**src/rtl/pll_lock_ctrl.sv**
```systemverilog
// pll_lock_ctrl
// Acquisition and lock sequencer for the TDC-based PLL. Every qualified TDC
// sample is reduced to an unsigned magnitude and steps the loop through
// SETTLE -> ACQUIRE -> TRACK -> LOCKED, with FAULT when acquisition times out.
// All outputs are registered and decoded from the next-state value, so they
// change on the same edge as the state and no input reaches an output
// combinationally.
//
// Handshake: valid is a one-cycle strobe that qualifies tdc in the same cycle.
// There is no backpressure. A sample is consumed only when enable=1 and the
// state is ACQUIRE, TRACK or LOCKED; otherwise it is dropped.
module pll_lock_ctrl #(
   parameter int         WIDTH         = 16,
   parameter int         SETTLE_CYCLES = 64,
   parameter int         ACQ_THRESH    = 64,
   parameter int         LOCK_THRESH   = 8,
   parameter int         UNLOCK_THRESH = 16,
   parameter int         ACQ_COUNT     = 8,
   parameter int         LOCK_COUNT    = 16,
   parameter int         UNLOCK_COUNT  = 4,
   parameter int         ACQ_TIMEOUT   = 1024,
   parameter logic [3:0] P_SHIFT_ACQ   = 4'd2,
   parameter logic [3:0] I_SHIFT_ACQ   = 4'd6,
   parameter logic [3:0] P_SHIFT_TRK   = 4'd4,
   parameter logic [3:0] I_SHIFT_TRK   = 4'd8
) (
   input  logic                    clk,
   input  logic                    ext_rst,
   input  logic                    enable,
   input  logic signed [WIDTH-1:0] tdc,
   input  logic                    valid,
   output logic                    lf_hold,
   output logic [3:0]              p_shift,
   output logic [3:0]              i_shift,
   output logic                    locked,
   output logic                    lock_lost,
   output logic                    fault,
   output logic [2:0]              state
);

   typedef enum logic [2:0] {
      ST_IDLE    = 3'd0,
      ST_SETTLE  = 3'd1,
      ST_ACQUIRE = 3'd2,
      ST_TRACK   = 3'd3,
      ST_LOCKED  = 3'd4,
      ST_FAULT   = 3'd5
   } state_t;

   // Thresholds sized to the magnitude; counts sized to the 16-bit counters.
   localparam logic [WIDTH-1:0] ACQ_TH    = WIDTH'(ACQ_THRESH);
   localparam logic [WIDTH-1:0] LOCK_TH   = WIDTH'(LOCK_THRESH);
   localparam logic [WIDTH-1:0] UNLOCK_TH = WIDTH'(UNLOCK_THRESH);
   localparam logic [15:0]      SETTLE_N  = 16'(SETTLE_CYCLES);
   localparam logic [15:0]      ACQ_N     = 16'(ACQ_COUNT);
   localparam logic [15:0]      LOCK_N    = 16'(LOCK_COUNT);
   localparam logic [15:0]      UNLOCK_N  = 16'(UNLOCK_COUNT);
   localparam logic [15:0]      TIMEOUT_N = 16'(ACQ_TIMEOUT);
   localparam logic [WIDTH-1:0] ONE_W     = {{(WIDTH-1){1'b0}}, 1'b1};

   state_t      state_q, state_d;
   logic [15:0] settle_cnt_q, settle_cnt_d;
   logic [15:0] close_cnt_q, close_cnt_d;
   logic [15:0] miss_cnt_q, miss_cnt_d;
   logic [15:0] timeout_cnt_q, timeout_cnt_d;

   logic        lf_hold_q, lf_hold_d;
   logic [3:0]  p_shift_q, p_shift_d;
   logic [3:0]  i_shift_q, i_shift_d;
   logic        locked_q, locked_d;
   logic        lock_lost_q, lock_lost_d;
   logic        fault_q, fault_d;

   logic [WIDTH-1:0] tdc_u;
   logic [WIDTH-1:0] tdc_mag;

   // Counters saturate at all-ones instead of wrapping.
   function automatic logic [15:0] sat_inc(input logic [15:0] v);
      return (v == 16'hFFFF) ? v : v + 16'd1;
   endfunction

   // Unsigned magnitude; the most-negative code maps to 2^(WIDTH-1) exactly
   // because the negation is carried out in unsigned WIDTH-bit arithmetic.
   always_comb begin
      tdc_u   = tdc;
      tdc_mag = tdc_u;
      if (tdc_u[WIDTH-1]) begin
         tdc_mag = ~tdc_u + ONE_W;
      end
   end

   // Next-state and counter update. enable=0 overrides every other transition.
   always_comb begin
      state_d       = state_q;
      settle_cnt_d  = settle_cnt_q;
      close_cnt_d   = close_cnt_q;
      miss_cnt_d    = miss_cnt_q;
      timeout_cnt_d = timeout_cnt_q;
      lock_lost_d   = 1'b0;

      if (!enable) begin
         state_d = ST_IDLE;
      end else begin
         case (state_q)
            ST_IDLE: begin
               state_d = ST_SETTLE;
            end
            ST_SETTLE: begin
               // settle_cnt holds the cycles already spent; leave on the last.
               settle_cnt_d = sat_inc(settle_cnt_q);
               if (settle_cnt_d >= SETTLE_N) begin
                  state_d = ST_ACQUIRE;
               end
            end
            ST_ACQUIRE: begin
               if (valid) begin
                  close_cnt_d   = (tdc_mag <= ACQ_TH) ? sat_inc(close_cnt_q) : 16'd0;
                  timeout_cnt_d = sat_inc(timeout_cnt_q);
                  // A sample completing both counts goes to TRACK.
                  if (close_cnt_d >= ACQ_N) begin
                     state_d = ST_TRACK;
                  end else if (timeout_cnt_d >= TIMEOUT_N) begin
                     state_d = ST_FAULT;
                  end
               end
            end
            ST_TRACK: begin
               if (valid) begin
                  if (tdc_mag > ACQ_TH) begin
                     state_d = ST_ACQUIRE;
                  end else if (tdc_mag <= LOCK_TH) begin
                     close_cnt_d = sat_inc(close_cnt_q);
                     if (close_cnt_d >= LOCK_N) begin
                        state_d = ST_LOCKED;
                     end
                  end else begin
                     close_cnt_d = 16'd0;
                  end
               end
            end
            ST_LOCKED: begin
               if (valid) begin
                  if (tdc_mag > UNLOCK_TH) begin
                     miss_cnt_d = sat_inc(miss_cnt_q);
                     if (miss_cnt_d >= UNLOCK_N) begin
                        state_d     = ST_ACQUIRE;
                        lock_lost_d = 1'b1;
                     end
                  end else begin
                     miss_cnt_d = 16'd0;
                  end
               end
            end
            ST_FAULT: begin
               state_d = ST_FAULT;
            end
            default: begin
               state_d = ST_IDLE;
            end
         endcase
      end

      // Every state entry starts all counters from zero.
      if (state_d != state_q) begin
         settle_cnt_d  = 16'd0;
         close_cnt_d   = 16'd0;
         miss_cnt_d    = 16'd0;
         timeout_cnt_d = 16'd0;
      end
   end

   // Output decode from the next state so outputs move with the state edge.
   always_comb begin
      lf_hold_d = 1'b0;
      p_shift_d = P_SHIFT_ACQ;
      i_shift_d = I_SHIFT_ACQ;
      locked_d  = 1'b0;
      fault_d   = 1'b0;
      case (state_d)
         ST_IDLE:    lf_hold_d = 1'b1;
         ST_SETTLE:  lf_hold_d = 1'b1;
         ST_ACQUIRE: lf_hold_d = 1'b0;
         ST_TRACK: begin
            p_shift_d = P_SHIFT_TRK;
            i_shift_d = I_SHIFT_TRK;
         end
         ST_LOCKED: begin
            p_shift_d = P_SHIFT_TRK;
            i_shift_d = I_SHIFT_TRK;
            locked_d  = 1'b1;
         end
         ST_FAULT: begin
            lf_hold_d = 1'b1;
            fault_d   = 1'b1;
         end
         default: lf_hold_d = 1'b1;
      endcase
   end

   // State, counter and output registers with synchronous reset.
   always_ff @(posedge clk) begin
      if (ext_rst) begin
         state_q       <= ST_IDLE;
         settle_cnt_q  <= 16'd0;
         close_cnt_q   <= 16'd0;
         miss_cnt_q    <= 16'd0;
         timeout_cnt_q <= 16'd0;
         lf_hold_q     <= 1'b1;
         p_shift_q     <= P_SHIFT_ACQ;
         i_shift_q     <= I_SHIFT_ACQ;
         locked_q      <= 1'b0;
         lock_lost_q   <= 1'b0;
         fault_q       <= 1'b0;
      end else begin
         state_q       <= state_d;
         settle_cnt_q  <= settle_cnt_d;
         close_cnt_q   <= close_cnt_d;
         miss_cnt_q    <= miss_cnt_d;
         timeout_cnt_q <= timeout_cnt_d;
         lf_hold_q     <= lf_hold_d;
         p_shift_q     <= p_shift_d;
         i_shift_q     <= i_shift_d;
         locked_q      <= locked_d;
         lock_lost_q   <= lock_lost_d;
         fault_q       <= fault_d;
      end
   end

   assign state     = state_q;
   assign lf_hold   = lf_hold_q;
   assign p_shift   = p_shift_q;
   assign i_shift   = i_shift_q;
   assign locked    = locked_q;
   assign lock_lost = lock_lost_q;
   assign fault     = fault_q;

endmodule

```
**config.mk**
```make
export PLATFORM = sky130hd
export DESIGN_NAME = pll_lock_ctrl
export DESIGN_NICKNAME = d
export VERILOG_FILES = /design/src/rtl/pll_lock_ctrl.sv
export SDC_FILE = /design/constraint.sdc
export NUM_CORES = 1
export LEC_CHECK = 0
export ABC_AREA = 1
export BUFFER_PORTS_ARGS = -buffer_cell sky130_fd_sc_hd__buf_2
export CORE_MARGIN = 2
export CORE_UTILIZATION = 40
export DETAILED_ROUTE_END_ITERATION = 6
export HOLD_SLACK_MARGIN = 0.15
export PLACE_DENSITY = 0.55
export SETUP_SLACK_MARGIN = 0.2
export SYNTH_ARGS = -nofsm -noshare
export SYNTH_HDL_FRONTEND = slang
export SYNTH_SLANG_ARGS = --single-unit
```
**constraint.sdc**
```tcl
create_clock -name clk -period 3.18 [get_ports clk]
set_clock_uncertainty 0.1 [all_clocks]
set_input_delay 0.636 -clock clk [delete_from_list [all_inputs] [get_ports clk]]
set_output_delay 0.636 -clock clk [all_outputs]
set_load 0.005 [all_outputs]
```
* Word-level counts from Yosys, hierarchy flattened
Index checks and enable logic that the tools add are counted.
Widths: inputs -> output; s select.
** Operators by class
- Multipliers :: 0
- Reductions and logical operators :: 10
- Add/sub/neg operators :: 5
- Shift operators :: 0
- Div/mod/pow operators :: 0
- Bitwise operators :: 5
- Equality and inequality tests :: 17
- Multiplexer cells :: 31
- $lt $le $gt $ge :: 9
** Operator list (number)
- $mux 16 :: 11
- $add 16x1->16 const B :: 5
- $eq 16x16->1 const B :: 4
- $mux 3 :: 13
- $pmux 16 s2 :: 1
- $pmux 3 s6 :: 1
- $ge 16x11->1 const B :: 1
- $ge 16x3->1 const B :: 1
- $ge 16x4->1 const B :: 1
- $ge 16x5->1 const B :: 1
- $ge 16x7->1 const B :: 1
- $gt 16x5->1 const B :: 1
- $gt 16x7->1 const B :: 1
- $le 16x4->1 const B :: 1
- $le 16x7->1 const B :: 1
- $not 16->16 :: 1
- $eq 3x2->1 const B :: 4
- $eq 3x3->1 const B :: 4
- $ne 2x2->1 const B :: 3
- $reduce_and 3->1 :: 2
- $reduce_and 5->1 :: 1
- $reduce_or 5->1 :: 1
- $mux 1 :: 4
- $mux 4 :: 1
- 8 further kinds :: 12
** Word-level totals
- Output and inout port bits :: 15
- Bits in registers :: 79
- Input port bits :: 20
- Memories kept :: 0
- Latch bits :: 0
- Memory bits (read-only) :: 0
- RAM bits :: 0

* Depth between registers and ports, before layout
Gate-level depths: netlist of the first run.
- Depth in word-level cells :: 13
- Mapped depth :: 24
- Gate-level depth less buffers :: 23

* Worst setup path after synthesis of the first run
Ideal clock, no wire load.
- Path kind :: input to register
- Start point :: in tdc[0]
- End point :: reg settle_cnt_q[13]
- Setup time :: 0.073 ns
- Path buffers :: 1
- Arrival :: 2.572 ns
- Setup slack :: 0.435 ns
- Cell stages on the path :: 16
- Cells stage by stage :: inv_2 > ha_1 > nor2_1 > nor2_1 > or2_2 > a21oi_1 > nand4_2 > or2_0 > nand2_1 > nand2_2 > nand2_2 > nand2_2 > nand2_2 > nand2_4 > buf_6 > nor3_2
** Between the ends
- Word-level cells in the longest chain between the ends :: 12
- Elaborated cells between the ends (all ways) :: 20
- Classes of those cells :: add/sub: 1; order compare: 5; eq/ne: 1; mux: 11; bitwise: 1; reduce/logical: 1
** Ends and longest elaborated chain
- start: declaration :: RTL line 30 : input logic signed [WIDTH-1:0] tdc,
- $not 16->16 :: RTL line 88 : tdc_mag = ~tdc_u + ONE_W;
- $add 16x1->16 :: RTL line 88
- $mux 16 * :: RTL line 87 : if (tdc_u[WIDTH-1]) begin
- $le 16x7->1 :: RTL line 117 : close_cnt_d = (tdc_mag <= ACQ_TH) ? sat_inc(close_cnt_q) : 16'd0;
- $mux 16 :: RTL line 117
- $ge 16x4->1 :: RTL line 120 : if (close_cnt_d >= ACQ_N) begin
- $mux 3 :: RTL line 120
- $mux 3 :: RTL line 116 : if (valid) begin
- $pmux 3 s6 * :: RTL line 104 : case (state_q)
- $mux 3 * :: RTL line 101 : if (!enable) begin
- $ne 3x3->1 * :: RTL line 164 : if (state_d != state_q) begin
- $reduce_or 2->1 (no source line) *
- end signal: assignment :: RTL line 216 : settle_cnt_q <= settle_cnt_d;
- end: declaration :: RTL line 62 : logic [15:0] settle_cnt_q, settle_cnt_d;
Every way passes the cells marked *; elsewhere a longest branch is shown, timed or not.
A chain may end at the register's enable or synchronous reset.

* Final worst setup path of the first run
- Start point :: reg timeout_cnt_q[2]
- End point :: reg timeout_cnt_q[9]
** Between the ends
- Word-level cells in the longest chain between the ends :: 10
- Elaborated cells between the ends (all ways) :: 11
- Classes of those cells :: add/sub: 1; order compare: 1; eq/ne: 2; mux: 6; reduce/logical: 1
** Ends and longest elaborated chain
- start: declaration :: RTL line 65 : logic [15:0] timeout_cnt_q, timeout_cnt_d;
- start signal: assignment :: RTL line 219 : timeout_cnt_q <= timeout_cnt_d;
- $add 16x1->16 / $eq 16x16->1 (equally long branches) :: RTL line 79 : return (v == 16'hFFFF) ? v : v + 16'd1;
- $mux 16 * :: RTL line 79
- $ge 16x11->1 :: RTL line 122 : end else if (timeout_cnt_d >= TIMEOUT_N) begin
- $mux 3 :: RTL line 122
- $mux 3 :: RTL line 120
- $mux 3 :: RTL line 116
- $pmux 3 s6 :: RTL line 104
- $mux 3 :: RTL line 101
- $ne 3x3->1 :: RTL line 164
- $reduce_or 2->1 (no source line)
Marks and branches as above.

==> flow_results.org, run 1 <==
** Critical path
- STA classifies the critical path startpoint as a register.
- By startpoint and endpoint, the worst setup path is classified as register to register.
- The worst setup path is captured at a register.
- Worst flop-to-flop path endpoint :: timeout_cnt_q[9]
- FF-to-FF Start :: timeout_cnt_q[2]
- For the worst setup path, the data required time is 3340 ps.
- Reg2reg setup slack :: around 380 ps
- Largest driver fanout on the critical path :: 6
- Number of cells traversed by the worst register-to-register path :: 21
- CP arrival :: around 3000 ps

** STA
- Of the available clock period, the critical path in the final layout requires 88.07%.
- The final hold violation count was 0.
- After layout, the worst setup slack is 379.4 ps.
- Setup violations remaining at the end of the flow were counted as 0.
- Maximum clock frequency :: 0.3571 GHz
- Summed over all failing endpoints, the final setup total negative slack is 0 ps.
- Headroom to the max-slew limit came out at ~63%.
- The total count of max-transition violations in the final report is 0.
- Fin crit period :: 2801 ps
- RSZ-0062 raised after global routing :: false
- At the pin with the least slew margin, the transition time is 551.9 ps.

** Cells and area
- Once layout is done, the placed cells without fillers occupy slightly above 0.007 mm2.
- Area delta synth->final :: 21.41%
- 0 antenna diodes ended up in the layout.
- Final nets :: 1000
- The post-route netlist has 25.61% of its cells at a drive strength greater than 1.
- Cells fill 49.49% of the core in the end.

** Floorplanning
- Row count :: between 40 and 50
- The core region is 0.01442 mm2.
- For this configuration, the core starts out at a cell density of 40.76%.
- The die is ~130 um wide.
- The floorplan step defined a die boundary enclosing 0.01568 mm2.
- Height of the die :: 125.2 um
- 35 I/O pins were placed.

** Global route
- Total global-route track usage :: 18.57%
- Global-route wire length before repair :: 24510 um
- Maximum number of pins on one net before global-route repair :: 29
- Via count of the first global-routing pass :: 5331
- For this run the aggregate overflow at the end of global routing stands at 0.
- The initial antenna violation count is 1.

** Clocking
- CTS tree :: built
- Clk_lat worst skew :: 340 ps
- The clock passes through at most 2 buffers.
- Inserted Clock Buffers :: 9
- CTS placed an instance of sky130_fd_sc_hd__clkbuf_16 at the clock tree root.
- In this run, post-CTS hold repair placed 0 buffers.
- The H-tree was split into 3 levels.
- For this design, the sink count on the clock tree is 73.
- After clock tree synthesis, the clock-pin slew on the worst setup and hold paths is 60 ps.

** Synthesis
- By area the synthesized netlist is led by sky130_fd_sc_hd__dfxtp_1, sky130_fd_sc_hd__nand2_1, sky130_fd_sc_hd__nor3_2, sky130_fd_sc_hd__inv_1, sky130_fd_sc_hd__nor2_1.
- In the synthesized netlist, the number of instances is approximately 920.
- Commonest cells post-synth :: sky130_fd_sc_hd__nand2_1, sky130_fd_sc_hd__inv_1, sky130_fd_sc_hd__nor2_1, sky130_fd_sc_hd__dfxtp_1, sky130_fd_sc_hd__nand3_1
- The synthesized netlist contains 45 unique library cells.
- Flip-flop and latch count after synthesis :: 73
- Post-Synthesis Cell Area :: 0.005879 mm2
- Synth area leader :: sky130_fd_sc_hd__dfxtp_1
- For this run, the leading register cell type out of synthesis is sky130_fd_sc_hd__dfxtp_1.
- Most repeated cell in the gate-level netlist after synthesis :: sky130_fd_sc_hd__nand2_1
- Number of enable flip-flop cells after synthesis :: 0
- Post-synthesis async set-or-reset flop share :: 0%
- Yosys top cell area share :: about a quarter
- In this run the mean area of a mapped cell was around 6.4 um2.
- Register area share after synthesis :: between 20 and 25%
- For this run, the number of Yosys warnings is 0.

** Min path
- Hold Path Depth :: 2
- The worst hold path begins at ext_rst.
- Worst hold path endpoint :: state[0]
- The path class of the tightest hold or removal check is input pin to register.

** Route
- In the routed design, unresolved DRC markers number 0.
- For this block, the initial DRC count from the detailed router was 399.
- After detailed routing, the average wire length per cell comes to 13.13 um.
- For this run, the detailed router's first-pass iteration total came to 5.
- The detail route stage leaves a number of antenna-violating nets equal to 0.
- Dividing the detail-routed via count by the number of cells gives 5.035.
- Wires add up to ~15000 um.
- The routed layout has 5861 vias.

** Place
- Count of input and output buffers :: 31
- Worst-case setup slack after placement :: 80.58 ps
- Estimated wirelength of the detail-placed design :: 10720 um
- GP Congestion :: 0.8203
- In this run the cell area measured after placement is 0.006300 mm2.

** Pwr
- Max IR drop VDD :: 211.7 uV
- Net Sw Frac :: 26.31%
- Combinational logic burns about 15% of the power.
- Part of the total power dissipated in the clock network :: 45.9%
- Switching Power :: 0.0006216 W
- Internal cell power :: 0.001741 W
- Sequential share of power :: 39.2%
- Pwr per Cell Area :: between 300 and 400 mW/mm2
- Reported leakage power :: 2.795 nW

** Flow run
- The tool flagged a number of max-cap violations equal to 0.

** Outcome
- Status :: finished, final reports clean
cells in the final DEF, fill, tap and decap left out, types with 8 or more instances in the layout:
cell type / instances
sky130_fd_sc_hd__nand2_1: 237
sky130_fd_sc_hd__inv_1: 106
sky130_fd_sc_hd__nor2_1: 87
sky130_fd_sc_hd__nand3_1: 69
sky130_fd_sc_hd__nor3_2: 64
sky130_fd_sc_hd__dfxtp_1: 64
sky130_fd_sc_hd__nand4_1: 35
sky130_fd_sc_hd__buf_2: 31
sky130_fd_sc_hd__nor2_2: 25
sky130_fd_sc_hd__o21ai_0: 24
sky130_fd_sc_hd__nand2_2: 22
sky130_fd_sc_hd__buf_4: 21
sky130_fd_sc_hd__xor2_1: 17
sky130_fd_sc_hd__a21oi_1: 17
sky130_fd_sc_hd__clkbuf_16: 16
sky130_fd_sc_hd__nor3_1: 12
sky130_fd_sc_hd__a22oi_1: 12
sky130_fd_sc_hd__xnor2_1: 10
sky130_fd_sc_hd__inv_2: 9
sky130_fd_sc_hd__o21bai_1: 9
sky130_fd_sc_hd__nor2_4: 8
sky130_fd_sc_hd__dfxtp_2: 8
critical path, stage by stage (launching register included):
cell and delay, ps:
sky130_fd_sc_hd__dfxtp_1 440, sky130_fd_sc_hd__nand2_1 110, sky130_fd_sc_hd__nor2_2 160, sky130_fd_sc_hd__nand2_1 130
sky130_fd_sc_hd__nor2_2 150, sky130_fd_sc_hd__nand2_1 70, sky130_fd_sc_hd__nand2_1 50, sky130_fd_sc_hd__nand2_1 70
sky130_fd_sc_hd__nor2_1 90, sky130_fd_sc_hd__nand3_1 130, sky130_fd_sc_hd__nand2_1 120, sky130_fd_sc_hd__nand2_1 50
sky130_fd_sc_hd__nor2_1 120, sky130_fd_sc_hd__nand2_1 70, sky130_fd_sc_hd__inv_1 80, sky130_fd_sc_hd__nand2_2 80
sky130_fd_sc_hd__nand2_2 90, sky130_fd_sc_hd__nand2_2 70, sky130_fd_sc_hd__nand2_4 110, sky130_fd_sc_hd__nand2_8 100
sky130_fd_sc_hd__clkbuf_16 180, sky130_fd_sc_hd__nor3_2 170
final cells by class:
| cell class | instances | area, um2 |
|---|---|---|
| Clock buffer | 10 | 229.0 |
| Clock inverter | 6 | 82.58 |
| Fill cell | 1498 | 7286 |
| Inverter | 116 | 435.4 |
| Multi-Input combinational cell | 703 | 4004 |
| Sequential cell | 73 | 1475 |
| Tap cell | 184 | 230.2 |
| Timing Repair Buffer | 72 | 681.9 |
per-stage QoR:
| step | total power, W | hold slack (ps) | cells |
|---|---|---|---|
| floorplan | 0.001145 | 456.9 | 921 |
| global placement | 0.001214 | 504.7 | 1130 |
| detailed placement | 0.001215 | 499.2 | 1130 |
| CTS | 0.002311 | 411.6 | 1146 |
| global route | 0.002460 | 414.8 | 1164 |
| finish | 0.002363 | 426.1 | 1164 |
power by group through the flow:
stage,Clock [W],Combinational [W],Sequential [W]
final,0.00108,0.000351,0.000927
after detailed placement,0,0.000268,0.000947
after global routing,0.00115,0.000381,0.000927
after CTS,0.00112,0.000269,0.000927
after floorplan,0,0.000200,0.000946
after global placement,0,0.000267,0.000948
metal layers:
metal | wire (um) | part of all wire (%) | GRT usage [%]
met5 | 7 | 0.046 | 0
met4 | 161 | 1.1 | 4.706
met3 | 489 | 3.2 | 3.851
met2 | 7000 | 46 | 30.43
met1 | 7629 | 50 | 25.00
worst max path at each step:
stage / from / to / slack [ps]
floorplan: tdc[0] / settle_cnt_q[13] / 440
global placement: tdc[0] / settle_cnt_q[8] / 80
detailed placement: tdc[0] / close_cnt_q[4] / 80
CTS: miss_cnt_q[0] / timeout_cnt_q[5] / 270
global route: close_cnt_q[1] / settle_cnt_q[3] / 170
finish: timeout_cnt_q[2] / timeout_cnt_q[9] / 380
sequential cells by signal, indices dropped and copies added, names as in the netlist:
name and flops:
timeout_cnt_q 16, close_cnt_q 16, miss_cnt_q 16, lock_lost 1, locked 1, fault 1, lf_hold 1, settle_cnt_q 16
p_shift 1, i_shift 1, state 3
logic make-up (layout without fill, tap and decap cells):
kind of cell	count (synthesis)	count (layout)	synth area share (%)
xor+xnor	28	28	4.171
flops	73	73	24.86
mux	2	2	0.3618
fa+ha+maj	5	5	1.064
other cells	1	3	0.06378
simple gates	581	582	49.95
buf+inv	146	204	11.09
compound gates	83	83	8.449
repair_timing:
action | CTS | global route
gates resized for setup | 0 | 73
setup endpoints to repair | 0 | 68
setup buffers | 0 | 8
(Power assumes the default switching activity.)
==> run 2: changes to the inputs <==
--- a/config.mk
+++ b/config.mk
@@ -8,10 +8,10 @@
 export ABC_AREA = 1
 export BUFFER_PORTS_ARGS = -buffer_cell sky130_fd_sc_hd__buf_2
 export CORE_MARGIN = 2
-export CORE_UTILIZATION = 40
+export CORE_UTILIZATION = 43
 export DETAILED_ROUTE_END_ITERATION = 6
 export HOLD_SLACK_MARGIN = 0.15
-export PLACE_DENSITY = 0.55
+export PLACE_DENSITY = 0.59
 export SETUP_SLACK_MARGIN = 0.2
 export SYNTH_ARGS = -nofsm -noshare
 export SYNTH_HDL_FRONTEND = slang
==> run 2 against run 1 <==
Cell count decreased by 0.17%. Die area decreased by 6.8%. Sequential power hardly changed. Global-route usage increased by 1.4 points. Combinational power fell by 6.0%. Fmax decreased by 0.78%. Utilization is 4.9 points higher. Critical path depth fell by 2. Register-to-register slack lost 20 ps. Total power up 0.41%. Setup slack worse by 22 ps. First-iteration DRC count down 5.0%. Critical path type unchanged. Largest cell class unchanged. Largest power group unchanged.
==> flow_results.org, run 2 (same netlist as run 1, synthesis figures left out) <==
** Outcome
- Status: finished, final reports clean (unchanged).

** STA
- The total count of max-transition violations in the final report came to 0 (unchanged).
- The normalized max-slew margin came to 61.83% (was 62.96%).
- RSZ-0062 raised after global routing: false (unchanged).
- The setup total negative slack came to 0 ps (unchanged).
- The timing-limited maximum frequency came to 0.3543 GHz (was 0.3571 GHz).
- Slew @ Worst Pin :: 568.7 ps (was 551.9 ps)
- The clock period minus worst slack is 2823 ps (was 2801 ps).
- The final hold violation count is 0 (unchanged).
- Part of the cycle the worst path needs :: 88.76% (was 88.07%)
- The number of setup violations in the final report was 0 (unchanged).

** Place
- Estimated wirelength of the detail-placed design :: 10400 um (was 10720 um)
- The routability congestion estimate from global placement is 0.9331 (was 0.8203).
- The instance count after placement with tap cells included is 1120 (was 1130).
- Count of input and output buffers :: 31 (unchanged)

** Route
- # DRC :: 0 (unchanged)
- Antenna Nets Post-Route :: 0 (unchanged)
- The detailed-route via count was 5942 (was 5861).
- The sum of routed wire length over all layers was 15370 um (was 15290 um).
- Wire length per cell :: 13.22 um (was 13.13 um)
- The detailed-route vias per instance is 5.114 (was 5.035).
- DRT iter0 DRCs :: 379 (was 399)
- The total iterations of the first detailed-routing run was 5 (unchanged).

** Clocking
- The cell at the root of the clock tree is sky130_fd_sc_hd__clkbuf_16 (unchanged).
- CTS tree :: built (unchanged)
- The number of sinks on the clock net is 73 (unchanged).
- Maximum root-to-sink buffer count :: 2 (unchanged)
- H-tree lvl count :: 3 (unchanged)
- The clock latency reported for the late side of the worst-skew pair is 350 ps (was 340 ps).
- Inserted Clock Buffers :: 9 (unchanged)
- Hold bufs inserted after CTS :: 0 (unchanged)
- Clk slew on worst S/H paths :: 60 ps (about the same)

** Critical path
- The length in cells of the worst reg-to-reg path is 19 (was 21).
- Largest driver fanout on the critical path :: 8 (was 6)
- The kind of end point of the critical path is a register (unchanged).
- The critical setup path kind was register to register (unchanged).
- The startpoint type of the worst setup path is a register (unchanged).
- The required time at the endpoint of the critical path was 3350 ps (was 3340 ps).
- CP arrival :: 3000 ps (was 2960 ps)

** Global route
- Total grt overflow :: 0 (unchanged)
- The aggregate global-route resource usage is 19.98% (was 18.57%).
- Global-route wire length before repair :: 24050 um (was 24510 um)
- The maximum number of pins on one net before global-route repair was 39 (was 29).
- The number of global-route vias before repair is 5313 (was 5331).
- Initial antenna violation count :: 0 (was 1)

** Floorplanning
- Initial core utilization :: 44.22% (was 40.76%)
- Io pins :: 35 (unchanged)
- The die height was 120.9 um (was 125.2 um).
- The floorplan die width came to 120.9 um (was 125.2 um).
- Core area :: 0.01330 mm2 (was 0.01442 mm2)
- Row count :: 42 (was 44)
- Area of the die :: 0.01462 mm2 (was 0.01568 mm2)

** Pwr
- Net Sw Frac :: 26.18% (was 26.31%)
- The sum of internal, switching and leakage power was 0.002373 W (was 0.002363 W).
- The internal power component is 0.001751 W (was 0.001741 W).
- The cell leakage power came to 2.847 nW (was 2.795 nW).
- Pwr per Cell Area :: 328.4 mW/mm2 (was 331.0 mW/mm2)
- The part of the total power dissipated in combinational logic was 13.9% (was 14.9%).
- The maximum VDD drop is 237.3 uV (was 211.7 uV).
- Sequential share of power :: 39.1% (was 39.2%)
- Part of the total power dissipated in the clock network :: 47.0% (was 45.9%)
- Switching Power :: 0.0006213 W (was 0.0006216 W)

** Min path
- The worst min-delay path category was input pin to register (unchanged).
- The number of cells on the worst hold path is 2 (unchanged).

** Cells and area
- The final net count was 1006 (was 1000).
- Final cell utilization of the core :: 54.34% (was 49.49%)
- Top library cells by usage in the layout, fill and taps aside :: sky130_fd_sc_hd__nand2_1, sky130_fd_sc_hd__inv_1, sky130_fd_sc_hd__nor2_1 (unchanged)
- Non-filler cells in the finished layout :: 1162 (was 1164)
- Fraction of final layout cells with drive strength greater than 1 :: 27.38% (was 25.61%)
- Most frequent standard cell in the layout excluding fill and tap cells :: sky130_fd_sc_hd__nand2_1 (unchanged)
- The layout overhead on the synthesized area was 22.88% (was 21.41%).
- Antenna diodes :: 0 (unchanged)

** Flow run
- Reported max-cap violation count :: 0 (unchanged)
## run 2: final timing paths
path | slack (ps) | to | from
hold reg to reg | 490 | timeout_cnt_q[1] | timeout_cnt_q[1]
hold / removal | 430 | state[0] | ext_rst
setup / recovery | 360 | settle_cnt_q[0] | settle_cnt_q[0]
setup reg to reg | 360 | settle_cnt_q[0] | settle_cnt_q[0]
## run 2: final cells by class
class                   instances  area (um2)
fillers                      1360        6071
multi-input cells             703        4070
flip-flops and latches         73        1480
repair buffers                 78       695.7
inverters                     116       435.4
clock buffers                  12       246.5
well taps                     176       220.2
clock inverters                 4       76.32
## run 2: per-stage QoR
| stage | hold slack, ps | setup WS (ps) | area [um2] |
|---|---|---|---|
| floorplan | 456.9 | 435.0 | 5887 |
| global placement | 492.3 | 77.00 | 6287 |
| detailed placement | 503.7 | 35.10 | 6287 |
| CTS | 422.9 | 224.3 | 6610 |
| global route | 439.0 | 150.6 | 7224 |
| finish | 432.3 | 357.4 | 7224 |
## run 2: timing repair
item / in CTS / in global routing
setup buffers: 0 / 16
resized for setup: 0 / 90
endpoints found under the setup margin: 0 / 68
## run 2: critical path: stages, from the launching register on
cell                        delay (ps)
sky130_fd_sc_hd__dfxtp_2           350
sky130_fd_sc_hd__buf_4             140
sky130_fd_sc_hd__nand2_1            60
sky130_fd_sc_hd__nor2_2            150
sky130_fd_sc_hd__nand2_1           140
sky130_fd_sc_hd__xnor2_1           140
sky130_fd_sc_hd__nor2_1            120
sky130_fd_sc_hd__nand2_1            70
sky130_fd_sc_hd__nor2_1            150
sky130_fd_sc_hd__nand3_1           150
sky130_fd_sc_hd__nand2_1           100
sky130_fd_sc_hd__nand2_1            50
sky130_fd_sc_hd__inv_1              70
sky130_fd_sc_hd__nand2_1            70
sky130_fd_sc_hd__nor2_2            110
sky130_fd_sc_hd__nand2_2           100
sky130_fd_sc_hd__nand3_4           100
sky130_fd_sc_hd__nand3_4           210
sky130_fd_sc_hd__clkbuf_16         260
sky130_fd_sc_hd__nor3_4            100
## run 2: layer usage
metal	up-vias	global-route usage (%)	wire [um]
li1	3121	-	-
met1	2651	26.44	7288
met3	24	4.464	635
met5	-	0	0
met2	146	32.13	7155
met4	0	6.541	286
## run 2: power by group through the flow
stage | Sequential (W) | Combinational [W] | Clock, W
floorplan | 0.000946 | 0.000200 | 0
finish | 0.000927 | 0.000330 | 0.00112
CTS | 0.000927 | 0.000269 | 0.00114
global placement | 0.000948 | 0.000267 | 0
detailed placement | 0.000947 | 0.000268 | 0
global route | 0.000928 | 0.000361 | 0.00118
==> run 3: changes to the inputs <==
--- a/config.mk
+++ b/config.mk
@@ -7,12 +7,15 @@
 export LEC_CHECK = 0
 export ABC_AREA = 1
 export BUFFER_PORTS_ARGS = -buffer_cell sky130_fd_sc_hd__buf_2
+export CAP_MARGIN = 20
+export CORE_ASPECT_RATIO = 0.6
 export CORE_MARGIN = 2
 export CORE_UTILIZATION = 43
 export DETAILED_ROUTE_END_ITERATION = 6
 export HOLD_SLACK_MARGIN = 0.15
 export PLACE_DENSITY = 0.59
 export SETUP_SLACK_MARGIN = 0.2
+export SLEW_MARGIN = 20
 export SYNTH_ARGS = -nofsm -noshare
 export SYNTH_HDL_FRONTEND = slang
 export SYNTH_SLANG_ARGS = --single-unit
==> run 3 against run 2 <==
Total power increased by 8.0%. Setup slack worse by 41 ps. Clock-buffer cell count unchanged. Sequential share of layout area shrank 1.0 points. First-iteration DRC count increased by 47%. Wire length is 9.2% higher. Critical path depth down 1. Combinational power grew 25%. Largest cell class unchanged. Largest power group unchanged.
==> flow_results.org, run 3 (same netlist as run 1, synthesis figures left out) <==
** Outcome
- Status: finished, final reports clean (unchanged).

** STA
- Max-slew violation count :: 0 (unchanged)
- Part of the cycle the worst path needs :: 90.04% (was 88.76%)
- Final Hold Viols :: 0 (unchanged)
- The clock period minus worst slack is 2863 ps (was 2823 ps).
- RSZ-0062 raised after global routing: true (was false).
- The timing-limited maximum frequency is 0.3493 GHz (was 0.3543 GHz).
- Setup violation total in the final timing report :: 0 (unchanged)

** Global route
- The global routing usage on met2 came to 26.96% (was 32.13%).
- Total grt overflow :: 0 (unchanged)
- The initial antenna violation count was 0 (unchanged).
- The aggregate global-route resource usage is 21.09% (was 19.98%).
- Met1 capacity usage during global routing :: 34.41% (was 26.44%)
- Met3 usage :: 4.865% (was 4.464%)
- Maximum number of pins on one net before global-route repair :: 25 (was 39)
- The number of global-route vias before repair was 4939 (was 5313).
- Most used routing layer :: met1 (was met2)
- The global-route wire length before repair is 24880 um (was 24050 um).

** Floorplanning
- Row count :: 33 (was 42)
- The floorplan die width came to 155.0 um (was 120.9 um).
- The area of the die is 0.01466 mm2 (was 0.01462 mm2).
- Initial core utilization :: 43.55% (was 44.22%)
- Height of the die :: 94.58 um (was 120.9 um)
- Io pins :: 35 (unchanged)
- Core area :: 0.01350 mm2 (was 0.01330 mm2)

** Route
- # DRC :: 0 (unchanged)
- DR pass1 iterations :: 5 (unchanged)
- Final wirelength :: 16780 um (was 15370 um)
- The final antenna-violating net count is 0 (unchanged).
- DR vias :: 6146 (was 5942)
- DRT iter0 DRCs :: 559 (was 379)
- The detailed-route vias per instance is 5.222 (was 5.114).
- Wire length per cell :: 14.26 um (was 13.22 um)

** Clocking
- Clk slew on worst S/H paths :: 60 ps (about the same)
- The clock latency reported for the late side of the worst-skew pair was 340 ps (was 350 ps).
- Clk root buf :: sky130_fd_sc_hd__clkbuf_16 (unchanged)
- Hold bufs inserted after CTS :: 0 (unchanged)
- Inserted Clock Buffers :: 9 (unchanged)
- H-tree lvl count :: 3 (unchanged)
- The number of sinks on the clock net is 73 (unchanged).
- Maximum root-to-sink buffer count :: 2 (unchanged)
- The TritonCTS clock tree is built (unchanged).

** Pwr
- The maximum VDD drop came to 322.4 uV (was 237.3 uV).
- Reported leakage power :: 3.056 nW (was 2.847 nW)
- The total power divided by cell area is 335.2 mW/mm2 (was 328.4 mW/mm2).

** Critical path
- Cell type of the slowest stage on the worst timing path :: sky130_fd_sc_hd__dfxtp_1 (was sky130_fd_sc_hd__dfxtp_2)
- Largest driver fanout on the critical path :: 7 (was 8)
- The arrival time at the worst endpoint is 3040 ps (was 3000 ps).
- Worst Setup Path Type :: register to register (unchanged)
- Critical path buffer and inverter count :: 3 (unchanged)
- Top Family by Delay on Critical Path :: simple AND/OR/NAND/NOR gates (unchanged)
- The required time at the endpoint of the critical path was 3350 ps (about the same).
- Critical path, cell by cell :: ha_2 -> nand2_2 -> nor2_4 -> xor2_1 -> nand3_1 -> nor3_2 -> nand3_2 -> nand3_1 -> nand2_1 -> nand2_1 -> inv_2 -> nand2_2 -> nand3_1 -> nand2_2 -> nand3_4 -> buf_12 -> clkbuf_16 -> nor3_4 (was buf_4 -> nand2_1 -> nor2_2 -> nand2_1 -> xnor2_1 -> nor2_1 -> nand2_1 -> nor2_1 -> nand3_1 -> nand2_1 -> nand2_1 -> inv_1 -> nand2_1 -> nor2_2 -> nand2_2 -> nand3_4 -> nand3_4 -> clkbuf_16 -> nor3_4)
- The kind of end point of the critical path is a register (unchanged).
- CP Launch Type :: register (unchanged)
- The register-to-register path setup slack came to 320 ps (was 360 ps).
- CP max stage delay :: 390 ps (was 350 ps)

** Place
- The post-detailed-placement half-perimeter wirelength is 11220 um (was 10400 um).
- GP Congestion :: 0.8527 (was 0.9331)
- The total of buffers placed on input and output ports is 31 (unchanged).
- The instance count after placement with tap cells included is 1124 (was 1120).

** Cells and area
- Antenna diodes :: 0 (unchanged)
- The layout overhead on the synthesized area came to 30.01% (was 22.88%).
- Final nets :: 1022 (was 1006)
- Layout filler cell count :: 1295 (was 1360)
- Area taken by multi-input logic gates :: 0.004179 mm2 (was 0.004070 mm2)
- The leading cell type in the layout, fill and taps excluded is sky130_fd_sc_hd__nand2_1 (unchanged).
- Fraction of final layout cells with drive strength greater than 1 :: 30.44% (was 27.38%)
- Non-filler cells in the finished layout :: 1177 (was 1162)
- Top library cells by usage in the layout, fill and taps aside: sky130_fd_sc_hd__nand2_1, sky130_fd_sc_hd__inv_1, sky130_fd_sc_hd__nor2_1 (unchanged).
- The register area is 0.001489 mm2 (was 0.001480 mm2).
- Final cell utilization of the core :: 56.61% (was 54.34%)

** Flow run
- Reported max-cap violation count :: 0 (unchanged)

** Min path
- The worst min-delay path category is input pin to register (unchanged).
run 3: changes by cell type in the layout (fill, tap and decap cells not counted), sizes merged:
cell      change
clkinvlp      -1
nand3         -1
clkbuf        +4
buf          +12
bufinv        +1
nand2         +1
run 3: where the power goes:
group / switching [W] / internal (W) / total (W)
Sequential: 0.00000825 / 0.000918 / 0.000926
Clock: 0.000410 / 0.000812 / 0.00122
Combinational: 0.000242 / 0.000172 / 0.000414
Total: 0.000660 / 0.00190 / 0.00256
run 3: worst register-to-register path: cells and delay by family (launching register included):
family	cells	cell delay, ps
xor+xnor	1	210
flops	1	390
fa+ha+maj	1	230
buf+inv	3	380
simple gates	13	1500
run 3: final timing paths:
path | startpoint | endpoint | cells past startpoint
setup / recovery | miss_cnt_q[0] | settle_cnt_q[8] | 18
hold / removal | ext_rst | state[0] | 2
setup reg to reg | miss_cnt_q[0] | settle_cnt_q[8] | 18
hold reg to reg | timeout_cnt_q[5] | timeout_cnt_q[5] | 2
run 3: layout make-up:
cell class,instances,share of cell area [%]
multi-input cells,703,54.67
flip-flops and latches,73,19.48
repair buffers,94,12.57
inverters,116,5.762
clock buffers,12,3.356
well taps,175,2.865
clock inverters,4,1.293
run 3: what timing repair did:
| action | in CTS | in global routing |
|---|---|---|
| setup buffers | 0 | 25 |
| endpoints found under the setup margin | 64 | 66 |
| gates resized for setup | 5 | 126 |
| pin swaps | 0 | 46 |
| cloned | 0 | 12 |
run 3: metal layers:
metal  routed length [um]  vias to the layer above
li1                     -                     3151
met1                 9240                     2767
met2                 6264                      221
met3                 1197                        7
met4                   79                        0
met5                    0                        -
run 3: stage by stage:
step	setup TNS (ps)	hold slack [ps]	cell area (um2)	power, W	setup WS, ps
after floorplan	0	456.9	5887	0.001145	435.0
after global placement	0	503.4	6374	0.001236	23.05
after detailed placement	-0.8495	496.6	6374	0.001234	-0.7130
after CTS	0	404.7	6745	0.002454	223.6
after global routing	0	415.3	7644	0.002647	130.5
final	0	417.3	7644	0.002562	316.7
